### config.mk
export PLATFORM = sky130hd
export DESIGN_NAME = clock_display
export DESIGN_NICKNAME = d
export VERILOG_FILES = /design/src/rtl/clock_display_pkg.sv /design/src/rtl/clock_display_seg7_decoder.sv /design/src/rtl/clock_display.sv
export SDC_FILE = /design/constraint.sdc
export NUM_CORES = 1
export LEC_CHECK = 0
export BUFFER_PORTS_ARGS = -buffer_cell sky130_fd_sc_hd__buf_2
export CAP_MARGIN = 20
export CORE_MARGIN = 3
export CORE_UTILIZATION = 38
export DETAILED_ROUTE_END_ITERATION = 7
export GPL_TIMING_DRIVEN = 0
export PLACE_DENSITY = 0.53
export SYNTH_ARGS = -nofsm -noshare
export SYNTH_HDL_FRONTEND = slang
export SYNTH_SLANG_ARGS = --single-unit
### constraint.sdc
create_clock -name i_CLK -period 4.3 [get_ports i_CLK]
set_input_delay 0.645 -clock i_CLK [delete_from_list [all_inputs] [get_ports i_CLK]]
set_output_delay 0.645 -clock i_CLK [all_outputs]
set_load 0.03 [all_outputs]
### src/rtl/clock_display_pkg.sv
// Shared types and the 7-segment lookup for the clock display path.
package clock_display_pkg;

    typedef enum logic [1:0] {
        DIG_MN_U = 2'd0,
        DIG_MN_T = 2'd1,
        DIG_HR_U = 2'd2,
        DIG_HR_T = 2'd3
    } digit_idx_t;

    localparam logic [6:0] SEG_BLANK = 7'h00;
    localparam logic [6:0] SEG_DASH  = 7'h40;

    // Segment order {g,f,e,d,c,b,a}, active-high; anything above 9 shows a dash.
    function automatic logic [6:0] bcd_to_seg(input logic [3:0] bcd);
        logic [6:0] seg;
        case (bcd)
            4'd0:    seg = 7'h3F;
            4'd1:    seg = 7'h06;
            4'd2:    seg = 7'h5B;
            4'd3:    seg = 7'h4F;
            4'd4:    seg = 7'h66;
            4'd5:    seg = 7'h6D;
            4'd6:    seg = 7'h7D;
            4'd7:    seg = 7'h07;
            4'd8:    seg = 7'h7F;
            4'd9:    seg = 7'h6F;
            default: seg = SEG_DASH;
        endcase
        return seg;
    endfunction

endpackage

### src/rtl/clock_display_seg7_decoder.sv
// Combinational BCD to 7-segment decoder with a forced-blank input.
module seg7_decoder
    import clock_display_pkg::*;
(
    input  logic [3:0] value_i,
    input  logic       blank_i,
    output logic [6:0] seg_o
);

    // Blank overrides the decoded pattern (leading-zero suppression).
    always_comb begin
        if (blank_i) begin
            seg_o = SEG_BLANK;
        end else begin
            seg_o = bcd_to_seg(value_i);
        end
    end

endmodule

### src/rtl/clock_display.sv
// Multiplexed 4-digit HH:MM display driver: shadow capture, dead-time scanning,
// colon toggle and set-mode blink, all outputs registered with pin polarity.
module clock_display
    import clock_display_pkg::*;
#(
    parameter int P_SCAN_DIV       = 1000,
    parameter int P_BLANK          = 8,
    parameter int P_BLINK_DIV      = 500000,
    parameter int P_SEG_ACTIVE_LOW = 1,
    parameter int P_DIG_ACTIVE_LOW = 1
) (
    input  logic       i_CLK,
    input  logic       i_RST,
    input  logic [3:0] i_HR_U,
    input  logic [1:0] i_HR_T,
    input  logic [3:0] i_MN_U,
    input  logic [2:0] i_MN_T,
    input  logic       i_SEC,
    input  logic       i_SET,
    input  logic       i_VALID,
    output logic [6:0] o_SEG,
    output logic       o_DP,
    output logic [3:0] o_DIG
);

    localparam int SCAN_W  = (P_SCAN_DIV > 2) ? $clog2(P_SCAN_DIV) : 1;
    localparam int BLINK_W = (P_BLINK_DIV > 2) ? $clog2(P_BLINK_DIV) : 1;
    localparam logic [SCAN_W-1:0]  SCAN_LAST  = SCAN_W'(P_SCAN_DIV - 1);
    localparam logic [SCAN_W-1:0]  BLANK_END  = SCAN_W'(P_BLANK);
    localparam logic [BLINK_W-1:0] BLINK_LAST = BLINK_W'(P_BLINK_DIV - 1);
    localparam logic SEG_INV = (P_SEG_ACTIVE_LOW != 0);
    localparam logic DIG_INV = (P_DIG_ACTIVE_LOW != 0);

    logic [3:0]         hr_u_q;
    logic [1:0]         hr_t_q;
    logic [3:0]         mn_u_q;
    logic [2:0]         mn_t_q;
    logic [SCAN_W-1:0]  scan_cnt_q;
    digit_idx_t         idx_q;
    logic [BLINK_W-1:0] blink_cnt_q;
    logic               blink_on_q;
    logic               set_q;
    logic               colon_q;
    logic [6:0]         seg_q;
    logic               dp_q;
    logic [3:0]         dig_q;

    logic [3:0]         digit_val_s;
    logic               lead_blank_s;
    logic [6:0]         dec_seg_s;
    logic               visible_s;
    logic [6:0]         seg_d;
    logic               dp_d;
    logic [3:0]         dig_d;

    // Shadow digits: the output path only ever sees these, never the raw inputs.
    always_ff @(posedge i_CLK) begin
        if (i_RST) begin
            hr_u_q <= 4'd0;
            hr_t_q <= 2'd0;
            mn_u_q <= 4'd0;
            mn_t_q <= 3'd0;
        end else if (i_VALID || i_SET) begin
            hr_u_q <= i_HR_U;
            hr_t_q <= i_HR_T;
            mn_u_q <= i_MN_U;
            mn_t_q <= i_MN_T;
        end
    end

    // Digit slot timer and scan index.
    always_ff @(posedge i_CLK) begin
        if (i_RST) begin
            scan_cnt_q <= '0;
            idx_q      <= DIG_MN_U;
        end else if (scan_cnt_q == SCAN_LAST) begin
            scan_cnt_q <= '0;
            idx_q      <= digit_idx_t'(idx_q + 2'd1);
        end else begin
            scan_cnt_q <= scan_cnt_q + SCAN_W'(1);
        end
    end

    // Blink phase restarts visible on entering set mode and stays visible outside it.
    always_ff @(posedge i_CLK) begin
        if (i_RST) begin
            set_q       <= 1'b0;
            blink_cnt_q <= '0;
            blink_on_q  <= 1'b1;
        end else begin
            set_q <= i_SET;
            if (!i_SET || !set_q) begin
                blink_cnt_q <= '0;
                blink_on_q  <= 1'b1;
            end else if (blink_cnt_q == BLINK_LAST) begin
                blink_cnt_q <= '0;
                blink_on_q  <= ~blink_on_q;
            end else begin
                blink_cnt_q <= blink_cnt_q + BLINK_W'(1);
            end
        end
    end

    // Colon: held on through set mode and its exit cycle, otherwise toggled by the seconds tick.
    always_ff @(posedge i_CLK) begin
        if (i_RST) begin
            colon_q <= 1'b0;
        end else if (i_SET || set_q) begin
            colon_q <= 1'b1;
        end else if (i_SEC) begin
            colon_q <= ~colon_q;
        end
    end

    // Select the shadow digit for the current slot.
    always_comb begin
        digit_val_s  = 4'd0;
        lead_blank_s = 1'b0;
        case (idx_q)
            DIG_MN_U: digit_val_s = mn_u_q;
            DIG_MN_T: digit_val_s = {1'b0, mn_t_q};
            DIG_HR_U: digit_val_s = hr_u_q;
            DIG_HR_T: begin
                digit_val_s  = {2'b00, hr_t_q};
                lead_blank_s = (hr_t_q == 2'd0);
            end
            default: begin
                digit_val_s  = 4'd0;
                lead_blank_s = 1'b0;
            end
        endcase
    end

    seg7_decoder u_dec (
        .value_i (digit_val_s),
        .blank_i (lead_blank_s),
        .seg_o   (dec_seg_s)
    );

    // Dead time at slot start and the blink-off phase turn every digit and segment off.
    always_comb begin
        visible_s = (scan_cnt_q >= BLANK_END) && blink_on_q;
        if (visible_s) begin
            dig_d = 4'b0001 << idx_q;
            seg_d = dec_seg_s;
            dp_d  = (idx_q == DIG_HR_U) && colon_q;
        end else begin
            dig_d = 4'b0000;
            seg_d = SEG_BLANK;
            dp_d  = 1'b0;
        end
    end

    // Pin registers; polarity is applied only here.
    always_ff @(posedge i_CLK) begin
        if (i_RST) begin
            seg_q <= {7{SEG_INV}};
            dp_q  <= SEG_INV;
            dig_q <= {4{DIG_INV}};
        end else begin
            seg_q <= seg_d ^ {7{SEG_INV}};
            dp_q  <= dp_d ^ SEG_INV;
            dig_q <= dig_d ^ {4{DIG_INV}};
        end
    end

    assign o_SEG = seg_q;
    assign o_DP  = dp_q;
    assign o_DIG = dig_q;

endmodule

==> results of run 1 <==
[flip-flops by register name (all words and copies together) (netlist names)]
signal	cells
blink_cnt_q	19
o_DIG	4
o_DP	1
blink_on_q	1
idx_q	2
hr_t_q	2
colon_q	1
mn_t_q	3
hr_u_q	4
set_q	1
mn_u_q	4
scan_cnt_q	10
o_SEG	7
[layout make-up]
cell class              count  share of cell area [%]
plain buffers               7                   0.980
inverters                  15                    1.84
well taps                  77                    3.14
clock buffers              13                    5.51
multi-input cells         220                    44.9
flip-flops and latches     59                    38.5
repair buffers             29                    4.73
clock inverters             2                   0.327
[cell families (layout without fill, tap and decap cells)]
family | Yosys count | in the layout | share of synthesized area, %
AO/OA/AOI/OAI | 54 | 54 | 13.3
AND/OR/NAND/NOR | 128 | 128 | 24.2
XOR/XNOR | 21 | 21 | 6.95
flip-flops | 59 | 59 | 44.7
buffers and inverters | 22 | 66 | 3.26
adder cells (fa/ha/maj) | 13 | 13 | 6.15
multiplexers | 4 | 4 | 1.51
[worst reg2reg max path: cells and delay by family (launching register included)]
family	cells	cell delay, ns
muxes	1	0.40
buffers and inverters	3	0.62
DFF	1	0.33
adders and majority gates	2	0.49
AOI/OAI and AO/OA	3	0.54
[power groups by stage]
stage	logic, µW	registers, µW	clock network (µW)
2_1_floorplan	37.5	577	0
3_3_place_gp	56.4	579	0
3_5_place_dp	56.7	579	0
4_1_cts	57.1	567	474
5_1_grt	65.1	568	503
6_report	56.4	568	454
[cell usage after synthesis (3+ instances only)]
| master | count |
|---|---|
| nand4_1 | 5 |
| xnor2_1 | 12 |
| nand3_1 | 12 |
| dfxtp_1 | 59 |
| xor2_1 | 9 |
| clkbuf_1 | 5 |
| nor3_1 | 8 |
| a211oi_1 | 3 |
| or3_1 | 5 |
| mux2i_1 | 4 |
| nand2_1 | 44 |
| nor2_1 | 30 |
| inv_1 | 15 |
| nor4_1 | 3 |
| a21oi_1 | 21 |
| o21ai_0 | 14 |
| ha_1 | 13 |
[layer usage]
layer  up-vias  global-route usage (%)
li1       1118                       -
met1       955                    19.3
met2        42                    24.3
met3         5                    6.36
met4         0                    4.47
met5         -                       0
[stage by stage]
| step | power [µW] | cell area [µm²] | worst slack, ns |
|---|---|---|---|
| after floorplan | 615 | 2650 | 2.17 |
| after global placement | 635 | 2890 | 1.85 |
| after detailed placement | 636 | 2890 | 1.86 |
| after CTS | 1100 | 3070 | 1.84 |
| after global routing | 1140 | 3070 | 1.52 |
| final | 1080 | 3070 | 1.84 |
[how the worst max path moves through the flow]
stage                         from       end  slack (ns)  cells past startpoint
final                     idx_q[0]  o_SEG[5]        1.84                      9
after global routing      idx_q[0]  o_SEG[5]        1.52                      9
after global placement    idx_q[0]  o_SEG[0]        1.85                      9
after CTS                 idx_q[0]  o_SEG[0]        1.84                      9
after floorplan           idx_q[0]  o_SEG[5]        2.17                      9
after detailed placement  idx_q[0]  o_SEG[0]        1.86                      9
==> out/qor.txt, run 1 <==
Crit path kind: reg2reg
Syn. warnings: 0
HP Class: reg2reg
Crit path buf inv count: 3
Area growth from synthesis to layout: 15.9%
Port bufs: 29
Root Driver: clkbuf_8
Post-detail-place hpwl: 3870 µm
R2R setup slack: 1.84 ns
End-of-flow core utilization: 46.9%
R2r worst-path depth: 9
Pre-antenna DRT Iters: 5
Drt drc: 0
# hold bufs at CTS: 0
Seq/Total Area, Yosys: 44.7%
Post-route setup TNS: 0 ns
Critical Path Max Stage Delay: 0.40 ns
Mean area per synthesized cell: 8.79 µm²
Share of cells above drive strength 1: 15.7%
Total track usage: 15.4%
Worst reg2reg path endpoint: o_SEG[5]
Routed wire length: 5310 µm
Clock skew after layout: 0.00908 ns
Most used flip-flop cell after synthesis: dfxtp_1
CTS tree: built
Crit-path max FO: 10
Initial antenna violation count: 0
Most frequent cells in the layout: 59 x dfxtp_1, 44 x nand2_1, 30 x nor2_1
Ys async rst share: 0%
Static leakage: 0.00117 µW
Core Area: 6530 µm²
Max VDD drop: 0.154 mV
FF/Latch Area: 1180 µm²
DRT antenna net count: 0
Distinct cells, synth: 46
Slowest CP cell: mux2i_1
Via count: 2120
Clk network pwr share: 42.1%
Commonest non-fill, non-tap cell in the layout: dfxtp_1
Unrepaired setup endpoints after global routing: false
Postcts setup bufs: 0
Post-Synthesis Cells: 301
Post-synth EDFFs: 0
Top post-synthesis cells by area: dfxtp_1 45%, nand2_1 6.2%, ha_1 6.1%
Post-CTS Resized: 0
Switching power share of the total: 22.7%
Hold_ws: 0.406 ns
Yosys top cell area share: 44.7%
H-tree depth: 3
Tmin final: 2.46 ns
Die Ht: 89.4 µm
Hold path cells: 1
Worst Hold End: o_DP
Synthesized flop and latch total: 59
Wirelength per Cell: 12.6 µm
GP Congestion: 0.746
Clock transition at path regs: 0.06 ns
Number of global-route vias before repair: 2015
Worst skew pair latency: 0.33 ns
Max Used Layer: met4
Maxcap violations: 0
Combinational share of power: 5.2%
Psw: 245 µW
Period utilization: 57.1%
TritonCTS Buffers: 9
Relative slew slack: 54.3%
Worst Tran Pin Value: 0.680 ns
Final hold violations: 0
First-pass GRT wire length: 9380 µm
CP delay by family, top: buffers and inverters
Non-filler instance count after layout: 422
Largest net degree at the start of global routing: 11
Worst hold start: colon_q
Drt initial violations: 76
Pwr per Cell Area: 352 nW/µm²
M1 WL: 2620 µm
Reg2reg start: idx_q[0]
Row cnt: 29
Startpoint types: flop
Die Wd: 89.4 µm
Mapped cell area: 2650 µm²
Ports: 30
GR Overflow Total: 0
Pint: 833 µW
Clock Tree Buf Depth: 2
Run status: finished clean
Leading area contributor after synthesis: dfxtp_1
Inst Count DP: 407
Critical Path End Type: flop
Sequential Power Share: 52.6%
Fin. max-slew vios: 0
CP Data Required Time: 4.55 ns
Finish-stage setup viols: 0
Worst EP arrival: 2.71 ns
CP cell instances: inv_1 -> ha_1 -> buf_1 -> mux2i_1 -> inv_1 -> ha_1 -> a221oi_1 -> a211oi_1 -> o21ai_0
WL met2: 2380 µm
Met3 WL post-DR: 259 µm
Multi-input gate area: 1380 µm²
Full die area: 8000 µm²
Fill count: 664
Fmax achieved: 407 MHz
Final net count: 372
Antenna cells: 0
Net Count, Synth: 332
Initial Utilization: 40.5%
Routed vias/inst: 5.02
Clock Sink Count: 59
Power figures use the tool's default switching activity.
==> inputs of run 2 (changes only) <==
--- a/config.mk
+++ b/config.mk
@@ -11,7 +11,7 @@
 export CORE_UTILIZATION = 38
 export DETAILED_ROUTE_END_ITERATION = 7
 export GPL_TIMING_DRIVEN = 0
-export PLACE_DENSITY = 0.53
+export PLACE_DENSITY = 0.55
 export SYNTH_ARGS = -nofsm -noshare
 export SYNTH_HDL_FRONTEND = slang
 export SYNTH_SLANG_ARGS = --single-unit
==> constraint.sdc (replaced) <==
create_clock -name i_CLK -period 2.1 [get_ports i_CLK]
set_input_delay 0.315 -clock i_CLK [delete_from_list [all_inputs] [get_ports i_CLK]]
set_output_delay 0.315 -clock i_CLK [all_outputs]
set_load 0.03 [all_outputs]
==> run 2 against run 1 <==
Net effect:
- the flow now finishes with violations (negative setup slack)
- combinational power grew to 2.6 times the previous value
- final area grew 9.4%
- flip-flop and latch count is the same
- sequential share of layout area shrank 3.1 points
- count of clock-buffer cells in the layout shrank 1
- highest routed layer unchanged
==> out/qor.txt, run 2 (same netlist as run 1, synthesis figures left out) <==
Full die area: 8000 µm² (unchanged)
Die Ht: 89.4 µm (unchanged)
Clock Tree Buf Depth: 2 (unchanged)
Die Wd: 89.4 µm (unchanged)
Pint: 1940 µW (+130%)
Critical Path Max Stage Delay: 0.57 ns (+0.17 ns)
Total track usage: 15.9% (+0.46 points)
Most frequent cells in the layout: 57 x dfxtp_1, 44 x nand2_1, 30 x nor2_1
Area growth from synthesis to layout: 26.8%
End-of-flow core utilization: 51.4% (+4.4 points)
Slack of the critical path: -0.0713 ns (-1.92 ns)
Switching power share of the total: 22.3% (-0.47 points)
Unrepaired setup endpoints after global routing: true
Worst skew pair latency: 0.34 ns (about the same)
Post-route setup TNS: -0.151 ns (-0.151 ns)
Static leakage: 0.00126 µW (+7.9%)
Share of cells above drive strength 1: 25.0% (+9.3 points)
Routed vias/inst: 5.03 (+0.21%)
Max FFs per register: 19 (unchanged)
Critical Path End Type: flop
Clock transition at path regs: 0.07 ns (about the same)
Pwr per Cell Area: 743 nW/µm² (+110%)
Root Driver: clkbuf_8
Largest net degree at the start of global routing: 11 (unchanged)
Ports: 30 (unchanged)
H-tree depth: 3 (unchanged)
Run status: finished, violations left
Relative slew slack: 55.5% (+1.2 points)
Combinational share of power: 5.9% (+0.7 points)
Fmax achieved: 461 MHz (+13%)
Wirelength per Cell: 13.1 µm (+4.5%)
Tmin final: 2.17 ns (-0.284 ns)
Clock Sink Count: 59 (unchanged)
CTS tree: built
Core Area: 6530 µm² (unchanged)
GR Overflow Total: 0 (unchanged)
CP delay by family, top: compound AO/OA/AOI/OAI gates
Period utilization: 103% (+46 points)
Antenna cells: 0 (unchanged)
# hold bufs at CTS: 0 (unchanged)
Row cnt: 29 (unchanged)
Hold_ws: 0.218 ns (-0.188 ns)
Final net count: 386 (+3.8%)
Top reg by flops: blink_cnt_q
Fin. max-slew vios: 0 (unchanged)
GP Congestion: 0.785 (+5.2%)
Drt drc: 0 (unchanged)
Crit path kind: reg2reg
Crit path buf inv count: 2 (-1)
Clock skew after layout: 0.00717 ns (-0.00191 ns)
Sequential Power Share: 46.5% (-6.1 points)
Worst EP arrival: 2.36 ns (-0.35 ns)
Initial Utilization: 40.5% (unchanged)
First-pass GRT wire length: 9580 µm (+2.2%)
Slowest CP cell: a222oi_1
Crit-path max FO: 4 (-6)
Worst Tran Pin Value: 0.660 ns (-0.0191 ns)
Clk network pwr share: 47.6% (+5.5 points)
Drt initial violations: 92 (+21%)
Commonest non-fill, non-tap cell in the layout: dfxtp_1
Final hold violations: 0 (unchanged)
Routed wire length: 5740 µm (+8.2%)
HP Class: in2reg
Psw: 555 µW (+130%)
Startpoint types: flop
DRT antenna net count: 0 (unchanged)
CP Data Required Time: 2.29 ns (-2.26 ns)
Post-detail-place hpwl: 3870 µm (about the same)
Final Power: 2490 µW (+130%)
Initial antenna violation count: 0 (unchanged)
Port bufs: 29 (unchanged)
Max VDD drop: 0.352 mV (+130%)
Maxcap violations: 0 (unchanged)
Pre-antenna DRT Iters: 5 (unchanged)
Via count: 2200 (+3.8%)
Failing checks: negative setup slack
TritonCTS Buffers: 9 (unchanged)
Most numerous cell on the critical path: ha_4
Number of global-route vias before repair: 2034 (+0.94%)
CP cell instances: inv_4 -> ha_4 -> a222oi_1 -> mux2i_4 -> inv_2 -> ha_4 -> a221oi_1 -> a211oi_1 -> o21ai_1
Finish-stage setup viols: 4 (+4)
-- run 2: metal layers --
metal / global-route usage [%] / part of all wire [%] / up-vias
li1: - / - / 1153
met1: 19.3 / 47 / 988
met2: 25.5 / 46 / 48
met3: 4.52 / 4.3 / 11
met4: 8.12 / 2.3 / 0
met5: 0 / 0 / -
-- run 2: worst reg2reg max path: stages, from the launching register on --
cell,delay [ns]
dfxtp_4,0.38
inv_4,0.04
ha_4,0.16
a222oi_1,0.57
mux2i_4,0.17
inv_2,0.13
ha_4,0.15
a221oi_1,0.07
a211oi_1,0.26
o21ai_1,0.09
-- run 2: layout make-up --
| cell class | count | area (µm²) |
|---|---|---|
| timing repair buffer | 43 | 254 |
| clock inverter | 4 | 72.6 |
| sequential | 59 | 1190 |
| tap | 77 | 96.3 |
| clock buffer | 12 | 155 |
| inverter | 15 | 58.8 |
| multi-input combinational | 220 | 1490 |
| buffer | 7 | 37.5 |
| fill | 612 | 3180 |
-- run 2: power groups by stage --
stage	Combinational (µW)	Clock (µW)	Sequential, µW
after floorplan	76.7	0	1180
after global routing	164	1280	1160
after CTS	144	1210	1160
after detailed placement	118	0	1190
final	147	1190	1160
after global placement	117	0	1190
-- run 2: through the flow --
stage | worst slack (ns) | area, µm² | std cells
floorplan | 0.0923 | 2650 | 301
global placement | -0.328 | 2890 | 407
detailed placement | -0.320 | 2890 | 407
CTS | -0.00826 | 3350 | 437
global route | -0.205 | 3350 | 437
finish | -0.0713 | 3350 | 437
-- run 2: repair_timing --
action,4_1_cts,5_1_grt
setup buffers,14,0
endpoints found under the setup margin,7,6
gates resized for setup,34,2
pin swaps,11,1
-- run 2: path summary, 6_finish.rpt --
path,depth (start not counted),slack (ns),endpoint,startpoint
setup / recovery,9,-0.07,o_SEG[5],idx_q[0]
hold / removal,3,0.22,mn_u_q[1],i_MN_U[1]
setup reg to reg,9,-0.07,o_SEG[5],idx_q[0]
hold reg to reg,1,0.41,o_DP,colon_q
==> inputs of run 3 (changes only) <==
--- a/config.mk
+++ b/config.mk
@@ -8,10 +8,10 @@
 export BUFFER_PORTS_ARGS = -buffer_cell sky130_fd_sc_hd__buf_2
 export CAP_MARGIN = 20
 export CORE_MARGIN = 3
-export CORE_UTILIZATION = 38
+export CORE_UTILIZATION = 45
 export DETAILED_ROUTE_END_ITERATION = 7
 export GPL_TIMING_DRIVEN = 0
-export PLACE_DENSITY = 0.55
+export PLACE_DENSITY = 0.61
 export SYNTH_ARGS = -nofsm -noshare
 export SYNTH_HDL_FRONTEND = slang
 export SYNTH_SLANG_ARGS = --single-unit
==> constraint.sdc (replaced) <==
create_clock -name i_CLK -period 2.6 [get_ports i_CLK]
set_input_delay 0.39 -clock i_CLK [delete_from_list [all_inputs] [get_ports i_CLK]]
set_output_delay 0.39 -clock i_CLK [all_outputs]
set_load 0.03 [all_outputs]
==> run 3 against run 2 <==
Net effect:
- die area down 15%
- highest routed layer unchanged
- clock power down 11%
- the run now ends clean
- first-iteration DRC count down 12%
- combinational power down 33%
- setup slack better by 0.22 ns
- largest power group unchanged
- clock skew down 0.0014 ns
- critical path type unchanged
- sequential share of layout area up 1.9 points
==> out/qor.txt, run 3 (same netlist as run 1, synthesis figures left out) <==
Finish-stage setup viols: 0 (-4)
Run status: finished clean
GR Overflow Total: 0 (unchanged)
Via count: 2162 (-1.7%)
Fmax achieved: 407 MHz (-12%)
Static leakage: 0.00121 µW (-4.2%)
Max FFs per register: 19 (unchanged)
R2R setup slack: 0.14 ns (+0.22 ns)
Startpoint types: flop
Port bufs: 29 (unchanged)
DRT antenna net count: 0 (unchanged)
R2r worst-path depth: 9 (unchanged)
Row cnt: 27 (-6.9%)
Crit path kind: reg2reg
Clock transition at path regs: 0.07 ns (about the same)
Wirelength per Cell: 12.8 µm (-2.4%)
Tmin final: 2.46 ns (+0.284 ns)
Die Ht: 82.7 µm (-7.6%)
Root Driver: clkbuf_8
Critical Path End Type: flop
CP Data Required Time: 2.76 ns (+0.47 ns)
GP Congestion: 0.840 (+7.0%)
Area growth from synthesis to layout: 19.5%
H-tree depth: 3 (unchanged)
Most frequent cells in the layout: 59 x dfxtp_1, 44 x nand2_1, 30 x nor2_1
Commonest non-fill, non-tap cell in the layout: dfxtp_1
Critical Path Max Stage Delay: 0.44 ns (-0.13 ns)
Antenna cells: 0 (unchanged)
Drt initial violations: 81 (-12%)
Pwr per Cell Area: 663 nW/µm² (-11%)
Crit-path max FO: 7 (+3)
Routed wire length: 5380 µm (-6.4%)
Final net count: 373 (-3.4%)
Number of global-route vias before repair: 2024 (-0.49%)
TritonCTS Buffers: 9 (unchanged)
Full die area: 6830 µm² (-15%)
Core Area: 5610 µm² (-14%)
Relative slew slack: 54.8% (-0.73 points)
Post-detail-place hpwl: 3800 µm (-1.8%)
Final Power: 2100 µW (-16%)
Initial Utilization: 47.2% (+6.7 points)
CTS tree: built
Post-route setup TNS: 0 ns (+0.151 ns)
Worst Tran Pin Value: 0.674 ns (+0.0138 ns)
First-pass GRT wire length: 9030 µm (-5.8%)
Share of cells above drive strength 1: 17.9% (-7.1 points)
HP Class: in2reg
Die Wd: 82.7 µm (-7.6%)
Largest net degree at the start of global routing: 11 (unchanged)
Slowest CP cell: a222oi_1
Final hold violations: 0 (unchanged)
Dpl cell area: 2880 µm² (-0.26%)
Fill count: 555 (-9.3%)
Worst EP arrival: 2.61 ns (+0.25 ns)
Fin. max-slew vios: 0 (unchanged)
Ports: 30 (unchanged)
Routed vias/inst: 5.16 (+2.5%)
Most numerous cell on the critical path: inv_1
Max VDD drop: 0.414 mV (+18%)
Drt drc: 0 (unchanged)
Period utilization: 94.4% (-9.0 points)
Hold path cells: 2 (-1)
Clock Sink Count: 59 (unchanged)
Clock Tree Buf Depth: 2 (unchanged)
Design area: 3160 µm² (-5.8%)
Pre-antenna DRT Iters: 4 (-1)
Total track usage: 17.3% (+1.5 points)
Top reg by flops: blink_cnt_q
CP cell instances: inv_1 -> ha_2 -> a222oi_1 -> mux2i_1 -> inv_1 -> ha_1 -> a221oi_1 -> a211oi_1 -> o21ai_0
Clock skew after layout: 0.00580 ns (-0.00138 ns)
Maxcap violations: 0 (unchanged)
Initial antenna violation count: 0 (unchanged)
Worst skew pair latency: 0.32 ns (-0.02 ns)
run 3: cell count changes in the layout (fill, tap and decap cells not counted), moves of 3 or more:
cell     change
ha_1         +7
inv_1        +4
o21ai_0      +4
ha_4         -6
o21ai_1      -4
buf_4       -12
inv_2        -3
run 3: path summary, 6_finish.rpt:
path | to | startpoint
setup / recovery | o_SEG[5] | idx_q[0]
hold reg to reg | o_DP | colon_q
setup reg to reg | o_SEG[5] | idx_q[0]
hold / removal | set_q | i_RST
run 3: final cells by class:
class / instances / area [µm²] / share of cell area [%]
Multi-Input combinational cell: 220 / 1390 / 43.9
Sequential cell: 59 / 1180 / 37.4
Clock buffer: 12 / 165 / 5.23
Timing Repair Buffer: 30 / 153 / 4.83
Clock inverter: 4 / 95.1 / 3.01
Tap cell: 72 / 90.1 / 2.85
Inverter: 15 / 56.3 / 1.78
Buffer: 7 / 31.3 / 0.990
run 3: power breakdown:
| group | internal, µW | total (µW) | switching, µW |
|---|---|---|---|
| clock | 714 | 1060 | 346 |
| combinational | 40.1 | 97.8 | 57.7 |
| sequential | 924 | 938 | 14.5 |
run 3: what timing repair did:
item | 4_1_cts | 5_1_grt
hold buffers | 0 | 0
buffers inserted | 0 | 1
endpoints found under the hold margin | 0 | 0
setup endpoints to repair | 0 | 3
resized for setup | 0 | 5
run 3: layer usage:
metal  up-vias  share of wire [%]  GRT usage, %  routed length (µm)
met5         -                  0             0                   0
met1       988                 47          20.1                2500
met3         5                4.6          5.21                 245
li1       1125                  -             -                   -
met2        44                 48          30.7                2580
met4         0               0.80          4.90                  43
run 3: critical path, delay by kind of cell, from the launching register on:
family,cells,cell delay [ns]
buffers and inverters,2,0.27
muxes,1,0.24
DFF,1,0.36
adders and majority gates,2,0.45
AOI/OAI and AO/OA,4,0.96
run 3: per-stage QoR:
| stage | hold slack (ns) | util [%] | instances | setup WS [ns] |
|---|---|---|---|---|
| floorplan | 0.380 | - | 301 | 0.471 |
| global placement | 0.390 | 51.4 | 402 | 0.192 |
| detailed placement | 0.408 | 51.4 | 402 | 0.139 |
| CTS | 0.293 | 56.0 | 418 | 0.112 |
| global route | 0.297 | 56.4 | 419 | -0.0134 |
| finish | 0.301 | 56.4 | 419 | 0.144 |
